**src/rtl/if_stage.sv**
```systemverilog
// if_stage: instruction-fetch stage feeding decode.
// Owns the PC, issues requests to a 1-cycle-latency synchronous instruction
// memory, and keeps the IF/ID pipeline register. A single-entry hold buffer
// parks a response that returns while IF/ID is stalled, so no fetch is lost
// or duplicated.
//
// Handshake: there is no ready/valid back-pressure on the memory side.
// imem_en=1 in cycle N means imem_rdata in cycle N+1 carries the word at
// imem_addr(N). Downstream consumes IF/ID whenever if_valid=1 and
// if_stall=0. Upstream control guarantees pc_stall=1 whenever if_stall=1,
// so at most one response can be waiting in the hold buffer.
//
// Optional build macro IF_PERF_CNT_EN adds perf_stall_cyc and
// perf_redirect_cnt saturating event counters.
module if_stage #(
  parameter int              PC_W     = 32,
  parameter int              INSN_W   = 32,
  parameter logic [PC_W-1:0] RESET_PC = '0
) (
  input  logic              clk,
  input  logic              rst_n,
  input  logic              pc_stall,
  input  logic              if_stall,
  input  logic              if_flush,
  input  logic              jp_taken,
  input  logic [PC_W-1:0]   jp_target,
  input  logic              br_taken,
  input  logic [PC_W-1:0]   br_target,
  output logic              imem_en,
  output logic [PC_W-1:0]   imem_addr,
  input  logic [INSN_W-1:0] imem_rdata,
  output logic              if_valid,
  output logic [PC_W-1:0]   if_pc,
  output logic [INSN_W-1:0] if_insn
`ifdef IF_PERF_CNT_EN
  ,
  output logic [31:0]       perf_stall_cyc,
  output logic [31:0]       perf_redirect_cnt
`endif
);

  logic              r_pc_q;
  logic [PC_W-1:0]   r_pc;
  logic              r_req_valid;
  logic [PC_W-1:0]   r_req_pc;
  logic              r_hold_valid;
  logic [PC_W-1:0]   r_hold_pc;
  logic [INSN_W-1:0] r_hold_insn;
  logic              r_if_valid;
  logic [PC_W-1:0]   r_if_pc;
  logic [INSN_W-1:0] r_if_insn;

  logic              w_kill;
  logic              w_fetch;
  logic              w_hold_cap;
  logic [PC_W-1:0]   w_pc_next;

  // Redirect and fetch-enable decode; redirects override pc_stall, branch beats jump
  always_comb begin
    w_kill     = if_flush | jp_taken | br_taken;
    w_fetch    = rst_n & ~pc_stall & ~w_kill;
    w_hold_cap = r_req_valid & (if_stall | r_hold_valid) & ~w_kill;
    w_pc_next  = r_pc + PC_W'(4);
    if (br_taken) begin
      w_pc_next = br_target;
    end else if (jp_taken) begin
      w_pc_next = jp_target;
    end else if (pc_stall) begin
      w_pc_next = r_pc;
    end
  end

  assign r_pc_q    = 1'b0;
  assign imem_en   = w_fetch;
  assign imem_addr = r_pc;
  assign if_valid  = r_if_valid;
  assign if_pc     = r_if_pc;
  assign if_insn   = r_if_insn;

  // Program counter
  always_ff @(posedge clk or negedge rst_n) begin
    if (!rst_n) begin
      r_pc <= RESET_PC;
    end else begin
      r_pc <= w_pc_next;
    end
  end

  // Outstanding-request tracker; a kill suppresses the request so its response is dropped
  always_ff @(posedge clk or negedge rst_n) begin
    if (!rst_n) begin
      r_req_valid <= 1'b0;
      r_req_pc    <= '0;
    end else begin
      r_req_valid <= w_fetch;
      r_req_pc    <= r_pc;
    end
  end

  // Hold buffer: parks a response that cannot enter IF/ID this cycle
  always_ff @(posedge clk or negedge rst_n) begin
    if (!rst_n) begin
      r_hold_valid <= 1'b0;
      r_hold_pc    <= '0;
      r_hold_insn  <= '0;
    end else if (w_kill) begin
      r_hold_valid <= 1'b0;
    end else if (w_hold_cap) begin
      r_hold_valid <= 1'b1;
      r_hold_pc    <= r_req_pc;
      r_hold_insn  <= imem_rdata;
    end else if (!if_stall) begin
      r_hold_valid <= 1'b0;
    end
  end

  // IF/ID register: kill, then stall, then buffered response, then live response
  always_ff @(posedge clk or negedge rst_n) begin
    if (!rst_n) begin
      r_if_valid <= 1'b0;
      r_if_pc    <= '0;
      r_if_insn  <= '0;
    end else if (w_kill) begin
      r_if_valid <= 1'b0;
    end else if (if_stall) begin
      r_if_valid <= r_if_valid;
    end else if (r_hold_valid) begin
      r_if_valid <= 1'b1;
      r_if_pc    <= r_hold_pc;
      r_if_insn  <= r_hold_insn;
    end else if (r_req_valid) begin
      r_if_valid <= 1'b1;
      r_if_pc    <= r_req_pc;
      r_if_insn  <= imem_rdata;
    end else begin
      r_if_valid <= 1'b0;
    end
  end

  // A second response while the hold buffer is still full would be lost
  assert property (@(posedge clk) disable iff (!rst_n)
    !(r_req_valid && r_hold_valid && !w_kill));

`ifdef IF_PERF_CNT_EN
  logic [31:0] r_perf_stall;
  logic [31:0] r_perf_redir;

  // Saturating event counters for stall cycles and redirect cycles
  always_ff @(posedge clk or negedge rst_n) begin
    if (!rst_n) begin
      r_perf_stall <= '0;
      r_perf_redir <= '0;
    end else begin
      if (if_stall && (r_perf_stall != 32'hFFFF_FFFF)) begin
        r_perf_stall <= r_perf_stall + 32'd1;
      end
      if (w_kill && (r_perf_redir != 32'hFFFF_FFFF)) begin
        r_perf_redir <= r_perf_redir + 32'd1;
      end
    end
  end

  assign perf_stall_cyc    = r_perf_stall;
  assign perf_redirect_cnt = r_perf_redir;
`endif

  logic w_unused;
  assign w_unused = r_pc_q;

endmodule

```
**config.mk**
```make
export PLATFORM = sky130hd
export DESIGN_NAME = if_stage
export DESIGN_NICKNAME = d
export VERILOG_FILES = /design/src/rtl/if_stage.sv
export SDC_FILE = /design/constraint.sdc
export NUM_CORES = 1
export LEC_CHECK = 0
export ABC_CLOCK_PERIOD_IN_PS = 1450
export CAP_MARGIN = 15
export CORE_MARGIN = 2
export CORE_UTILIZATION = 30
export CTS_CLUSTER_DIAMETER = 60
export DETAILED_ROUTE_END_ITERATION = 10
export SLEW_MARGIN = 20
export SYNTH_ARGS = -nofsm -noshare
export SYNTH_HDL_FRONTEND = slang
export SYNTH_SLANG_ARGS = --single-unit
```
**constraint.sdc**
```tcl
create_clock -name clk -period 1.45 [get_ports clk]
set_input_delay 0.145 -clock clk [delete_from_list [all_inputs] [get_ports clk]]
set_output_delay 0.145 -clock clk [all_outputs]
set_load 0.02 [all_outputs]
```
-- Word level (Yosys, flattened, before mapping)
Cells that the tools add are included.
- bitwise logic cells: 10
- mux-type cells: 14
- eq/ne operators: 3
- add/subtract/negate cells: 1
- reduce and logical (&&, ||, !) cells: 3
- operator list (operator ; count):
    $mux 32 ; 7
    $add 32x3->32 const B ; 1
    $mux 1 ; 7
    $ne 3x1->1 const B ; 2
    $and 1x1->1 ; 4
    $not 1->1 ; 3
    $or 1x1->1 ; 3
    $reduce_and 3->1 ; 1
    $ne 2x1->1 const B ; 1
    $reduce_and 2->1 ; 1
    $reduce_bool 2->1 ; 1
- flip-flop bits (word level): 195
- bits of input ports: 103

-- Depth between registers and ports, before layout
- depth in word-level cells: 6
- depth in mapped cells: 8

-- Worst setup path after synthesis
OpenSTA, ideal clock, no wires.
- kind: flip-flop to flip-flop
- start point: register r_pc[2] (netlist: imem_addr[2])
- end point: register r_pc[26] (netlist: imem_addr[26])
- arrival time: 1.660 ns
- slack: -0.298 ns
- data required time: 1.362 ns
- cell stages (with the launch flop): 7
- cells stage by stage: dfrtp_1 > ha_1 > nand4_1 > nor4_2 > nand3_1 > nand3_1 > nor3b_1
- word-level cells in the longest chain between the ends: 4
- ends and longest elaborated chain (what ; RTL line ; text):
    from (decl) ; 43 ; logic [PC_W-1:0] r_pc;
    from (signal assigned) ; 85 ; r_pc <= w_pc_next;
    $add 32x3->32 ; 63 ; w_pc_next = r_pc + PC_W'(4);
    $mux 32 ; 68 ; end else if (pc_stall) begin
    $mux 32 ; 66 ; end else if (jp_taken) begin
    $mux 32 ; 64 ; if (br_taken) begin
Every way passes these cells. The select of a mux whose other input is x is not followed.
A chain may end at the register's enable or synchronous reset.

-- Worst setup path in the final report
- start point: register r_pc[4] (netlist: imem_addr[4])
- end point: register r_pc[22] (netlist: imem_addr[22])
The elaborated chain is that of the path after synthesis.

==> results.md <==
- Syn_nets: 850
- Power, Total: 13700 uW
- Num CTS Buffers: 17
- R2R setup slack: -0.12 ns
- Final Max Slew Viols: 0
- DR vias: 6722
- Core region area: 28000 um^2
- Crit-path cells: nand4_1 > buf_6 > nor4_4 > buf_6 > buf_6 > a41o_1 > a2bb2oi_1
- Met3 global-route usage: 3.62%
- Initial DRC count: 325
- Switch share: 28.3%
- Register Area: 4910 um^2
- Vias/cell: 4.69
- Global-route wire length before repair: 37.1 mm
- I/O pins: 201
- Number of fillers in the final layout: 2673
- Total Nets Final: 1146
- Routed WL: 24.0 mm
- WL per Instance: 16.7 um
- GR Overflow Total: 0
- PwrDens: 1060 nW/um^2
- IO buf count: 200
- Total clock sinks: 195
- TritonCTS clock tree: done
- Power share of the clock group: 36.1%
- Synth unique cells: 50
- Max_cap viols: 0
- Die H: 173 um
- Crit path kind: flop to flop
- Skew-Pair Late Insertion Delay: 0.44 ns
- Mapped Area: 8600 um^2
- Hold_ws: 0.0375 ns
- Place WS: -0.686 ns
- M1 GR Usage: 22.0%
- Pin count of the biggest net entering global routing: 129
- Clk buf depth: 2
- Area grow syn2layout: 50.1%
- Int Pwr: 9810 uW
- # H-tree levels: 4
- Hold Fails Final Rpt: 0
- Reg clk slew, reported paths: 0.08 ns
- Element type at the critical path end: flop
- Clock Tree Root: clkbuf_16
- Total GRT Usage: 15.6%
- Mapped Avg Cell Area: 11.5 um^2
- Hold WC Path Type: input pin to flop
- Fin crit period: 1.57 ns
- Hold path start: rst_n
- Vias in the first global route: 6754
- CP max stage cell: dfrtp_2
- Crit path required time: 1.78 ns
- Layout Cells excl Fill: 1433
- Placed cell count: 1374
- Setup Skew: 0.0120 ns
- CP Launch Type: flop
- Sequential fraction of the synthesis area: 56.8%
- Area of the multi-input gates: 3690 um^2
- Worst path top cell family by delay: buffers and inverters
- Drt first pass iters: 4
- Failing checks: setup timing
- Global-route track usage on met2: 24.1%
- Initial antenna violation count: 0
- Crit path from: imem_addr[4]
- Leading area contributor after synthesis: dfrtp_1
- Chip width: 173 um
- Seq pwr share: 45.5%
- Worst vdd ir: 0.758 mV
- Worst rel slew slack: 52.3%
- Setup-failing EPs final: 24
- Tcrit/Tclk final: 108%
- Share of the synthesized area in the top cell type: 56.8%
- Setup Total Neg Slack: -1.13 ns
- GPL Wtd Cong: 0.800
- Yosys warns: 0
- Delay of the slowest critical-path stage: 0.42 ns
- Gate Count Post-Synth: 746
- Top cells by area, synth: dfrtp_1, mux2i_1, mux2_2
- Worst Path Max Fanout: 5
- Peak Freq: 638 MHz
- Critical path's most frequent cell: buf_6
- FP Rows: 61
- DIE AREA: 30000 um^2
- Worst Path Arrival: 1.89 ns
- Outcome: complete, but fails checks
- Antenna Nets Post-Route: 0
- FF-to-FF Start: imem_addr[4]
- Worst setup margin: -0.117 ns
- Drc violations: 0
- DPL Wire Length: 16.1 mm
- CP bufs+invs: 3
- Gr busiest metal: met2
- Initial Util: 30.7%
- Share of cells above drive strength 1: 30.2%
- Net Sw Power: 3870 uW
- # diodes: 0
- Unrepaired setup endpoints after global routing: true
- P_leak: 0.00583 uW
- Synthesis-stage register bit count: 195
- Worst Max-Slew Pin Slew: 0.715 ns
- Comb pwr share: 18.4%
## final cells by class
cell class	instances	share of cell area, %
clock buffers	19	3.43
clock inverters	13	1.34
inverters	10	0.291
flip-flops and latches	195	38.0
repair buffers	324	24.7
well taps	378	3.66
multi-input cells	494	28.6
## timing repair
action                                 in CTS  in global routing
resized for setup                         191                 68
setup endpoints to repair                 251                112
cloned                                      3                  6
pin swaps                                  11                 22
endpoints found under the hold margin      67                  0
hold buffers                                1                  0
setup buffers                               8                  9
## worst register-to-register path: stages (launching register included)
cell and delay, ns:
dfrtp_2 0.42, nand4_1 0.12, buf_6 0.15, nor4_4 0.27, buf_6 0.17, buf_6 0.10, a41o_1 0.15, a2bb2oi_1 0.05
## cells by family after synthesis
kind of cell             Yosys count  share of synthesized area (%)
flip-flops                       195                           56.8
AND/OR/NAND/NOR                  185                           10.2
AO/OA/AOI/OAI                    154                           10.2
multiplexers                     134                           17.0
buffers and inverters             57                           3.64
XOR/XNOR                          20                           2.04
adder cells (fa/ha/maj)            1                          0.146
## synth_stat cells, drive strengths merged
master     n
a211oi     1
o31ai      5
nand3     14
ha         1
a22oi      3
nor2      84
o21a       1
dfrtp    195
o21ba      3
a221oi     2
nand3b     2
nor4       1
nor3       7
and4       2
a41o       1
a31oi      1
a21oi     97
and3      10
nand2     37
nand4b     3
clkbuf    17
nor3b      3
or2        1
a31o       1
xor2      13
nor2b      2
mux2i     69
nor4b      1
or3        1
o221ai     4
o21bai     1
and2       2
o22ai     10
nand2b     2
xnor2      7
nand4     13
buf       30
o211ai     2
a2bb2oi    2
o21ai     19
inv       10
a311o      1
mux2      65
## state kept, by name (all words and copies together) (netlist names)
signal        flops
if_insn          32
if_pc            32
if_valid          1
imem_addr        32
r_hold_insn      32
r_hold_pc        32
r_hold_valid      1
r_req_pc         32
r_req_valid       1
## power by group through the flow
stage	clock (uW)	combinational (uW)	sequential (uW)
after detailed placement	0	2600	6340
after floorplan	0	702	6680
after global routing	5290	2740	6290
after CTS	5100	2480	6230
after global placement	0	2580	6320
final	4940	2520	6230
## placed cells by master, fill, tap and decap left out, drive strengths merged, types with 2 or more instances in the layout
master | netlist | final
o221ai | 4 | 4
and4 | 2 | 2
clkinv | 0 | 4
and2 | 2 | 2
bufinv | 0 | 2
nand3b | 2 | 2
nand4b | 3 | 3
dfrtp | 195 | 195
a22oi | 3 | 3
mux2 | 65 | 65
o21ba | 3 | 3
o22ai | 10 | 10
clkinvlp | 0 | 2
o211ai | 2 | 2
nor3 | 7 | 7
xnor2 | 7 | 7
clkdlybuf4s15 | 0 | 9
clkbuf | 17 | 30
nor3b | 3 | 3
a221oi | 2 | 2
buf | 30 | 130
and3 | 10 | 10
nand2b | 2 | 2
a21oi | 97 | 97
inv | 10 | 15
mux2i | 69 | 69
a2bb2oi | 2 | 2
nand2 | 37 | 37
xor2 | 13 | 13
clkdlybuf4s50 | 0 | 98
nor2b | 2 | 2
nor2 | 84 | 84
o31ai | 5 | 5
nand4 | 13 | 13
o21ai | 19 | 19
dlygate4sd2 | 0 | 75
nand3 | 14 | 14
## per-stage QoR
step                      util [%]  instance area (um^2)
after floorplan                  -                  8690
after global placement        41.9                 11700
after detailed placement      41.9                 11700
after CTS                     44.7                 12500
after global routing          46.1                 12900
final                         46.1                 12900
## layer usage
| metal | wire length [um] | part of all wire (%) | vias to the layer above |
|---|---|---|---|
| met5 | 0 | 0 | - |
| met4 | 275 | 1.1 | 0 |
| met3 | 1120 | 4.7 | 17 |
| met2 | 11000 | 46 | 191 |
| met1 | 11600 | 48 | 3280 |
| li1 | - | - | 3234 |
## final timing paths
kind                             endpoint  cells after the start
max reg2reg                 imem_addr[22]                      7
max in group asynchronous    r_hold_valid                      4
min in group asynchronous  r_hold_insn[6]                      4
max                         imem_addr[22]                      7
min reg2reg                   r_req_pc[1]                      0
min                           r_req_valid                      2
(Power assumes the default switching activity.)
